==> src/rtl/issue_scheduler.sv <==
// Decode-to-execute issue controller: per-register write scoreboard, shared MDU structural
// hazard, NOP bubble insertion, execute backpressure and flush handling.

package instruction;
    typedef struct packed {
        logic [6:0] funct7;
        logic [4:0] rs2_address;
        logic [4:0] rs1_address;
        logic [2:0] funct3;
        logic [4:0] rd_address;
        logic [6:0] opcode;
    } t;

    // addi x0, x0, 0
    localparam t NOP = '{funct7: 7'h00, rs2_address: 5'd0, rs1_address: 5'd0,
                         funct3: 3'd0, rd_address: 5'd0, opcode: 7'h13};
endpackage

module issue_scheduler #(
    parameter int LAT_W       = 3,
    parameter int MDU_CYCLES  = 8,
    parameter int STALL_CNT_W = 32
) (
    input  logic                   clock,
    input  logic                   reset,
    input  logic                   decode_valid,
    output logic                   decode_ready,
    input  instruction::t          decode_instruction,
    input  logic                   decode_uses_rs1,
    input  logic                   decode_uses_rs2,
    input  logic                   decode_writes_rd,
    input  logic [LAT_W-1:0]       decode_latency,
    input  logic                   decode_uses_mdu,
    input  logic                   execute_ready,
    input  logic                   flush,
    output logic                   issue_valid,
    output instruction::t          issue_instruction,
    output logic                   hazard_stall,
    output logic [STALL_CNT_W-1:0] stall_cycles
);
    logic [31:0][LAT_W-1:0]  sb;
    logic [7:0]              mdu_busy_reg;
    logic                    issue_valid_reg;
    instruction::t           issue_instruction_reg;
    logic [STALL_CNT_W-1:0]  stall_cycles_reg;

    logic [4:0] rs1;
    logic [4:0] rs2;
    logic [4:0] rd;
    logic       raw1;
    logic       raw2;
    logic       waw;
    logic       str;
    logic       hazard;
    logic       advance;
    logic       fire;
    logic       load;

    assign rs1 = decode_instruction.rs1_address;
    assign rs2 = decode_instruction.rs2_address;
    assign rd  = decode_instruction.rd_address;

    assign advance = execute_ready;
    assign raw1    = decode_uses_rs1 && (rs1 != 5'd0) && (sb[rs1] != '0);
    assign raw2    = decode_uses_rs2 && (rs2 != 5'd0) && (sb[rs2] != '0);
    // A later write may proceed once the older one lands no later than ours would.
    assign waw     = decode_writes_rd && (rd != 5'd0) && (sb[rd] > decode_latency);
    assign str     = decode_uses_mdu && (mdu_busy_reg != 8'd0);
    assign hazard  = raw1 | raw2 | waw | str;

    assign hazard_stall = decode_valid & ~flush & hazard;
    assign decode_ready = advance & ~flush & ~hazard;
    assign fire         = decode_valid & decode_ready;
    assign load         = fire & decode_writes_rd & (rd != 5'd0);

    assign sb[0] = '0;

    genvar gi;
    generate
        for (gi = 1; gi < 32; gi++) begin : g_sb
            logic [LAT_W-1:0] count_reg;

            always_ff @(posedge clock or posedge reset) begin
                if (reset) begin
                    count_reg <= '0;
                end else if (advance) begin
                    if (load && (rd == 5'(gi)))
                        count_reg <= decode_latency;
                    else if (count_reg != '0)
                        count_reg <= count_reg - 1'b1;
                end
            end

            assign sb[gi] = count_reg;
        end
    endgenerate

    always_ff @(posedge clock or posedge reset) begin
        if (reset) begin
            issue_instruction_reg <= instruction::NOP;
            issue_valid_reg       <= 1'b0;
            mdu_busy_reg          <= 8'd0;
        end else if (advance) begin
            issue_instruction_reg <= fire ? decode_instruction : instruction::NOP;
            issue_valid_reg       <= fire;
            if (fire && decode_uses_mdu)
                mdu_busy_reg <= 8'(MDU_CYCLES);
            else if (mdu_busy_reg != 8'd0)
                mdu_busy_reg <= mdu_busy_reg - 8'd1;
        end
    end

    // Counts stalled cycles even while execute holds the pipe.
    always_ff @(posedge clock or posedge reset) begin
        if (reset)
            stall_cycles_reg <= '0;
        else if (hazard_stall)
            stall_cycles_reg <= stall_cycles_reg + STALL_CNT_W'(1);
    end

    assign issue_instruction = issue_instruction_reg;
    assign issue_valid       = issue_valid_reg;
    assign stall_cycles      = stall_cycles_reg;
endmodule

==> config.mk <==
export PLATFORM = sky130hd
export DESIGN_NAME = issue_scheduler
export DESIGN_NICKNAME = d
export VERILOG_FILES = /design/src/rtl/issue_scheduler.sv
export SDC_FILE = /design/constraint.sdc
export NUM_CORES = 1
export LEC_CHECK = 0
export ABC_AREA = 1
export CAP_MARGIN = 20
export CORE_ASPECT_RATIO = 0.5
export CORE_MARGIN = 10
export CORE_UTILIZATION = 26
export CTS_BUF_LIST = sky130_fd_sc_hd__clkbuf_4
export CTS_CLUSTER_DIAMETER = 30
export DETAILED_ROUTE_END_ITERATION = 16
export DONT_BUFFER_PORTS = 1
export GPL_ROUTABILITY_DRIVEN = 0
export HOLD_SLACK_MARGIN = 0.12
export PLACE_DENSITY = 0.39
export SKIP_CTS_REPAIR_TIMING = 1
export SLEW_MARGIN = 40
export SYNTH_ARGS = -nofsm -noshare
export SYNTH_HDL_FRONTEND = slang
export SYNTH_SLANG_ARGS = --single-unit
==> constraint.sdc <==
create_clock -name clock -period 4.99 [get_ports clock]
set_clock_uncertainty 0.2 [all_clocks]
set_input_delay 0.7485 -clock clock [delete_from_list [all_inputs] [get_ports clock]]
set_output_delay 0.7485 -clock clock [all_outputs]
set_load 0.1 [all_outputs]
==> out/qor.csv, run 1 <==
stage;metric;value;unit
status;outcome;finished clean;
placed_design;area post-placement;13600;um2
sta;RSZ-0062 raised after global routing;no;
synth;EDFF count, synth;0;
min_path;Hold Path Origin;decode_instruction[20];
sta;Setup Viol. Count Final;0;
detailed_routing;drt drc;0;
sta;post-route minimum period;4.83;ns
final_layout;share of layout cells above drive strength 1;0.115;
synth;area share of the largest cell type after synthesis;0.320;
sta;worst-margin pin slew;0.932;ns
pwr;VDD IR-drop max;0.331;mV
detailed_routing;Routed Wire Length;48600;um
clock_tree;CTS Buf Count;17;
synth;area leader, netlist;dfrtp_1;
sta;period utilisation layout;0.968;
worst_setup_path;top cell family by delay on the critical path;buffers and inverters;
die;Die X;333;um
synth;Seq/Total Area, Yosys;0.326;
clock_tree;Bufs on Longest Clock Path;2;
grt;gr usage total;0.155;
worst_setup_path;CP max stage delay;1.17;ns
clock_tree;clock sink count;166;
die;Die Height;177;um
detailed_routing;post-DR vias/cell;4.69;
synth;Netlist cell types;50;
synth;synthesized instance count;1821;
die;# IOs;111;
worst_setup_path;CP cell instances;dlygate4sd3_1 -> inv_2 -> o22a_1 -> ha_1 -> nand2_1 -> o21ai_0 -> a32oi_2 -> nand3_1 -> nand2_1 -> inv_2;
clock_tree;clk slew on worst S/H paths;0.20;ns
clock_tree;clk_lat worst skew;0.69;ns
detailed_routing;Starting DRT DRC Count;784;
clock_tree;CTS tree;yes;
pwr;PD cells;476;nW/um2
grt;largest net degree at the start of global routing;134;
synth;top post-synthesis cells by count;nand2_1, inv_1, dfrtp_1;
min_path;hold crit path type;in -> reg;
synth;top_reg_cell synth;dfrtp_1;
worst_setup_path;Critical Path RT;4.04;ns
worst_setup_path;CP startpoint;decode_instruction[11];
placed_design;PortBufs;0;
final_layout;# fillers;5460;
synth;syn nets;1933;
detailed_routing;DR WL/cell;19.2;um
grt;total gr overflow;0;
sta;Slew HR;0.376;
worst_setup_path;Worst Path Class, Setup;in -> out;
final_layout;Layout area overhead;13.2;%
die;Starting Density;0.263;
synth;top-count cell post-synth;nand2_1;
grt;vias in the first global route;11400;
placed_design;HPWL Detailed;33000;um
worst_setup_path;CP bufs+invs;3;
die;Site Rows;57;
worst_setup_path;Worst Setup Start Kind;primary input;
die;Die ar.;58900;um2
die;core area;48500;um2
detailed_routing;total number of vias;11900;
sta;Fin. Hold Viols;0;
clock_tree;clock root buffer;clkbuf_4;
grt;initial antenna violation count;3;
worst_setup_path;CP endpoint kind;primary output;
synth;Synthesis Warnings;0;
worst_setup_path;r2r startpoint;g_sb[7].count_reg[2];
final_layout;post-route cell area;14400;um2
synth;Post-synth ARST share;1.00;
sta;fmax;207;MHz
synth;syn avg cell area;7.00;um2
synth;Seq cells post-synth;166;
pwr;Leak;7.21;nW
sta;Setup TNS;0;ns
clock_tree;htree depth;4;
synth;Cell Area, Synth;12800;um2
detailed_routing;drt pass-1 iters;5;
synth;Synth area leaders;dfrtp_1, nand2_1, ha_1;
final_layout;max FFs per register;93;
worst_setup_path;Crit Path Max Fanout;62;
flow_run;max_cap viols;0;
final_layout;nets;1972;
worst_setup_path;slowest CP cell;dlygate4sd3_1;
grt;first-pass GRT wire length;70900;um
worst_setup_path;worst path arrival time;3.88;ns
detailed_routing;post-route ant nets;0;
sta;Slew Limit Fails;0;
-- placed cells by master (no fill, tap or decap), types with 4 or more instances in the layout --
| cell | n |
|---|---|
| nor2_2 | 5 |
| inv_8 | 4 |
| inv_2 | 7 |
| a21oi_1 | 7 |
| buf_12 | 7 |
| dfrtp_2 | 51 |
| xor2_1 | 52 |
| dlygate4sd3_1 | 45 |
| diode_2 | 5 |
| nor3_1 | 7 |
| nand3_4 | 11 |
| a22o_1 | 14 |
| a21oi_2 | 21 |
| nand3b_1 | 4 |
| o22ai_1 | 34 |
| nand3_1 | 61 |
| nand2_1 | 689 |
| nor4_1 | 5 |
| a21oi_4 | 10 |
| xnor2_1 | 15 |
| inv_1 | 208 |
| clkbuf_4 | 18 |
| ha_1 | 68 |
| buf_4 | 33 |
| dfrtp_1 | 112 |
| nand4_1 | 104 |
| o21ai_1 | 10 |
| o21ai_0 | 35 |
| inv_6 | 4 |
| a22oi_1 | 9 |
| nand3_2 | 21 |
| nor2_1 | 160 |
-- cells by family (layout without fill, tap and decap cells) --
kind of cell	Yosys count	in the layout	synth area share
simple gates	1076	1076	0.375
buf+inv	287	339	0.0966
flops	166	166	0.326
compound gates	157	157	0.0900
fa+ha+maj	68	68	0.0667
xor+xnor	67	67	0.0460
other cells	0	5	0
-- metal layers --
layer / GRT usage / wire [um]
met4: 0.0434 / 1130
met5: 0 / 0
met3: 0.0320 / 2120
met1: 0.204 / 23100
met2: 0.256 / 22200
-- through the flow --
step           hold WS, ns  setup slack (ns)  utilization  std cells  total power, mW
4_1_cts             -0.170             0.127        0.286       2472             6.85
3_5_place_dp         0.270             0.359        0.280       2440             5.94
2_1_floorplan        0.249             0.459            -       1821             5.05
3_3_place_gp         0.268             0.190        0.278       2440             5.96
5_1_grt              0.122            0.0692        0.298       2525             7.62
6_report             0.127             0.158        0.298       2527             6.87
-- cell type report --
| type | count | area, um2 | area share |
|---|---|---|---|
| Multi-Input combinational cell | 1368 | 7380 | 0.511 |
| Sequential cell | 166 | 4220 | 0.292 |
| Timing Repair Buffer | 87 | 893 | 0.0619 |
| Inverter | 220 | 833 | 0.0577 |
| Tap cell | 649 | 812 | 0.0562 |
| Clock inverter | 14 | 154 | 0.0107 |
| Clock buffer | 18 | 135 | 0.00936 |
| Antenna cell | 5 | 12.5 | 0.000867 |
-- power by group --
part | leakage (nW) | internal (mW) | switching [mW]
sequential | 2.03 | 1.79 | 0.609
combinational | 5.02 | 1.29 | 2.30
clock | 0.154 | 0.236 | 0.643
total | 7.21 | 3.31 | 3.56
-- worst paths after layout --
path                                              end  slack, ns  cells past startpoint
min in group asynchronous       g_sb[25].count_reg[0]       0.40                      3
worst min-delay path            issue_instruction[20]       0.13                      2
worst min register to register   g_sb[3].count_reg[1]       0.30                      2
worst max-delay path                     hazard_stall       0.16                     10
worst max register to register   issue_instruction[1]       0.49                     15
max in group asynchronous            stall_cycles[11]       3.39                      4
Power figures use the tool's default switching activity.
==> inputs of run 2 (changes only) <==
PLACE_DENSITY = default   (was 0.39)
==> run 2 against run 1 <==
  * Routed wire length decreased by 14%
  * Sequential share of layout area is 0.28 points higher
  * Hold slack better by 0.0075 ns
  * Via count is 2.5% higher
  * Worst setup slack improved by 0.25 ns
  * Sequential power hardly changed
  * Core utilization down 0.25 points
  * Count of clock-buffer cells in the layout shrank 1
  * Critical endpoint is now decode_ready
  * Largest cell class unchanged
==> out/qor.csv, run 2 (synthesis gave the netlist of run 1 again) <==
stage;metric;value;unit;change
pwr;VDD IR-drop max;0.180;mV;was 0.331 mV
worst_setup_path;worst path arrival time;3.63;ns;was 3.88 ns
grt;gr usage total;0.133;;was 0.155
clock_tree;clk_lat worst skew;0.67;ns;was 0.69 ns
flow_run;max_cap viols;0;;unchanged
final_layout;most common cell after layout, fill and taps aside;nand2_1;;unchanged
clock_tree;clock sink count;166;;unchanged
sta;post-route minimum period;4.58;ns;was 4.83 ns
grt;total gr overflow;0;;unchanged
worst_setup_path;Worst Path Class, Setup;in -> out;;unchanged
worst_setup_path;worst reg-to-reg setup slack;0.54;ns;was 0.49 ns
clock_tree;clock root buffer;clkbuf_4;;unchanged
die;# IOs;111;;unchanged
worst_setup_path;CP cell instances;nor2_1 -> inv_1 -> buf_4 -> o22ai_1 -> o21ai_0 -> nand4_1 -> nand2_1 -> o21ai_0 -> ha_1 -> a21oi_1 -> o21ai_0 -> a32oi_1 -> nand4_4 -> inv_1 -> buf_4;;was dlygate4sd3_1 -> inv_2 -> o22a_1 -> ha_1 -> nand2_1 -> o21ai_0 -> a32oi_2 -> nand3_1 -> nand2_1 -> inv_2
die;Site Rows;57;;unchanged
sta;Slew Limit Fails;0;;unchanged
worst_setup_path;Worst Setup EP;decode_ready;;was hazard_stall
sta;Setup Viol. Count Final;0;;unchanged
worst_setup_path;Worst Setup Start Kind;primary input;;unchanged
sta;fmax;218;MHz;was 207 MHz
worst_setup_path;CP bufs+invs;4;;was 3
die;Die ar.;58900;um2;unchanged
worst_setup_path;r2r startpoint;g_sb[16].count_reg[2];;was g_sb[7].count_reg[2]
worst_setup_path;Critical Path RT;4.04;ns;about the same
worst_setup_path;CP max stage delay;0.42;ns;was 1.17 ns
grt;first-pass GRT wire length;63100;um;was 70900 um
sta;Slew HR;0.211;;was 0.376
detailed_routing;Routed Wire Length;42000;um;was 48600 um
sta;worst-margin pin slew;1.18;ns;was 0.932 ns
clock_tree;htree depth;4;;unchanged
pwr;PD cells;472;nW/um2;was 476 nW/um2
placed_design;pre-CTS setup slack;0.373;ns;was 0.359 ns
detailed_routing;drt pass-1 iters;7;;was 5
placed_design;PortBufs;0;;unchanged
final_layout;nets;1959;;was 1972
sta;post-route setup slack;0.412;ns;was 0.158 ns
worst_setup_path;worst reg-to-reg path cell count;19;;was 15
detailed_routing;total number of vias;12200;;was 11900
detailed_routing;post-DR vias/cell;4.84;;was 4.69
grt;initial antenna violation count;2;;was 3
clock_tree;clk slew on worst S/H paths;0.19;ns;was 0.20 ns
final_layout;share of layout cells above drive strength 1;0.111;;was 0.115
sta;Setup TNS;0;ns;unchanged
final_layout;max FFs per register;93;;unchanged
final_layout;most frequent cells in the layout;nand2_1, inv_1, nor2_1, dfrtp_1, nand4_1;;unchanged
clock_tree;CTS Buf Count;17;;unchanged
worst_setup_path;Crit Path Max Fanout;7;;was 62
worst_setup_path;top cell family by delay on the critical path;compound AO/OA/AOI/OAI gates;;was buffers and inverters
worst_setup_path;r2r endpoint;g_sb[1].count_reg[1];;was issue_instruction[1]
die;Starting Density;0.263;;unchanged
clock_tree;CTS tree;yes;;unchanged
worst_setup_path;CP Depth;15;;was 10
sta;Fin. Hold Viols;0;;unchanged
sta;period utilisation layout;0.917;;was 0.968
worst_setup_path;CP endpoint kind;primary output;;unchanged
placed_design;HPWL Detailed;29000;um;was 33000 um
placed_design;DP Cell Count;2434;;was 2440
final_layout;Non-Filler Instances;2511;;was 2527
worst_setup_path;slowest CP cell;a32oi_1;;was dlygate4sd3_1
final_layout;Layout area overhead;12.2;%;was 13.2%
detailed_routing;drt drc;0;;unchanged
pwr;Leak;7.15;nW;was 7.21 nW
detailed_routing;DR WL/cell;16.7;um;was 19.2 um
detailed_routing;Starting DRT DRC Count;1043;;was 784
worst_setup_path;most frequent CP cell;o21ai_0;;
die;Die Height;177;um;unchanged
die;core area;48500;um2;unchanged
detailed_routing;post-route ant nets;0;;unchanged
die;Die X;333;um;unchanged
min_path;hold crit path type;in -> reg;;unchanged
grt;largest net degree at the start of global routing;85;;was 134
clock_tree;Bufs on Longest Clock Path;2;;unchanged
worst_setup_path;CP startpoint;decode_instruction[7];;was decode_instruction[11]
grt;vias in the first global route;11200;;was 11400
status;outcome;finished clean;;unchanged
sta;RSZ-0062 raised after global routing;no;;unchanged
run 2: cell types whose count changed in the layout (fill, tap and decap cells not counted), sizes merged:
cell and delta:
clkinvlp -1, clkinv +3, dlygate4sd3 -3, buf -10, diode -3, inv -1, clkbuf -1
run 2: cell type report:
cell class                 count  area, um2
fill                        5258      34200
multi-input combinational   1368       7360
sequential                   166       4230
inverter                     220        833
tap                          649        812
timing repair buffer          74        763
clock inverter                15        185
clock buffer                  17        128
antenna                        2       5.00
run 2: where the power goes:
| group | switching (mW) | internal (mW) |
|---|---|---|
| clock | 0.629 | 0.240 |
| combinational | 2.22 | 1.28 |
| sequential | 0.606 | 1.79 |
run 2: through the flow:
step	area (um2)	hold slack, ns	utilization	power [mW]
3_5_place_dp	13600	0.266	0.280	5.83
6_report	14300	0.134	0.295	6.76
2_1_floorplan	12800	0.249	-	5.05
3_3_place_gp	13400	0.265	0.277	5.79
5_1_grt	14300	0.116	0.295	7.48
4_1_cts	13900	-0.376	0.286	6.71
run 2: how the worst min path moves through the flow:
stage               cells after the start               endpoint              startpoint  slack [ns]
finish                                  4  g_sb[21].count_reg[1]  decode_instruction[11]        0.13
global route                            4  g_sb[20].count_reg[2]  decode_instruction[11]        0.12
CTS                                     1        stall_cycles[3]                   reset       -0.38
detailed placement                      2   g_sb[7].count_reg[1]    g_sb[7].count_reg[1]        0.27
global placement                        2  g_sb[17].count_reg[1]   g_sb[17].count_reg[1]        0.27
floorplan                               2  g_sb[10].count_reg[1]   g_sb[10].count_reg[1]        0.25
run 2: worst register-to-register path, stage by stage, from the launching register on:
cell,delay (ns)
dfrtp_1,0.47
a22oi_1,0.32
o221ai_1,0.18
nand2_1,0.09
nand4_1,0.07
nand2_1,0.13
o21ai_0,0.11
ha_1,0.32
a21oi_1,0.14
o21ai_0,0.09
a32oi_1,0.42
nand4_4,0.19
nor2_8,0.28
buf_12,0.31
nand3_2,0.20
nand2_1,0.10
nand2_1,0.07
nand2_1,0.07
nand2_1,0.05
dlygate4sd3_1,0.54
run 2: routing by layer:
layer  global-route usage  share of wire  vias up
met2                0.226           0.47      449
li1                     -              -     5906
met5                    0              0        -
met1                0.166           0.42     5718
met4               0.0565          0.042        0
met3               0.0258          0.067       91
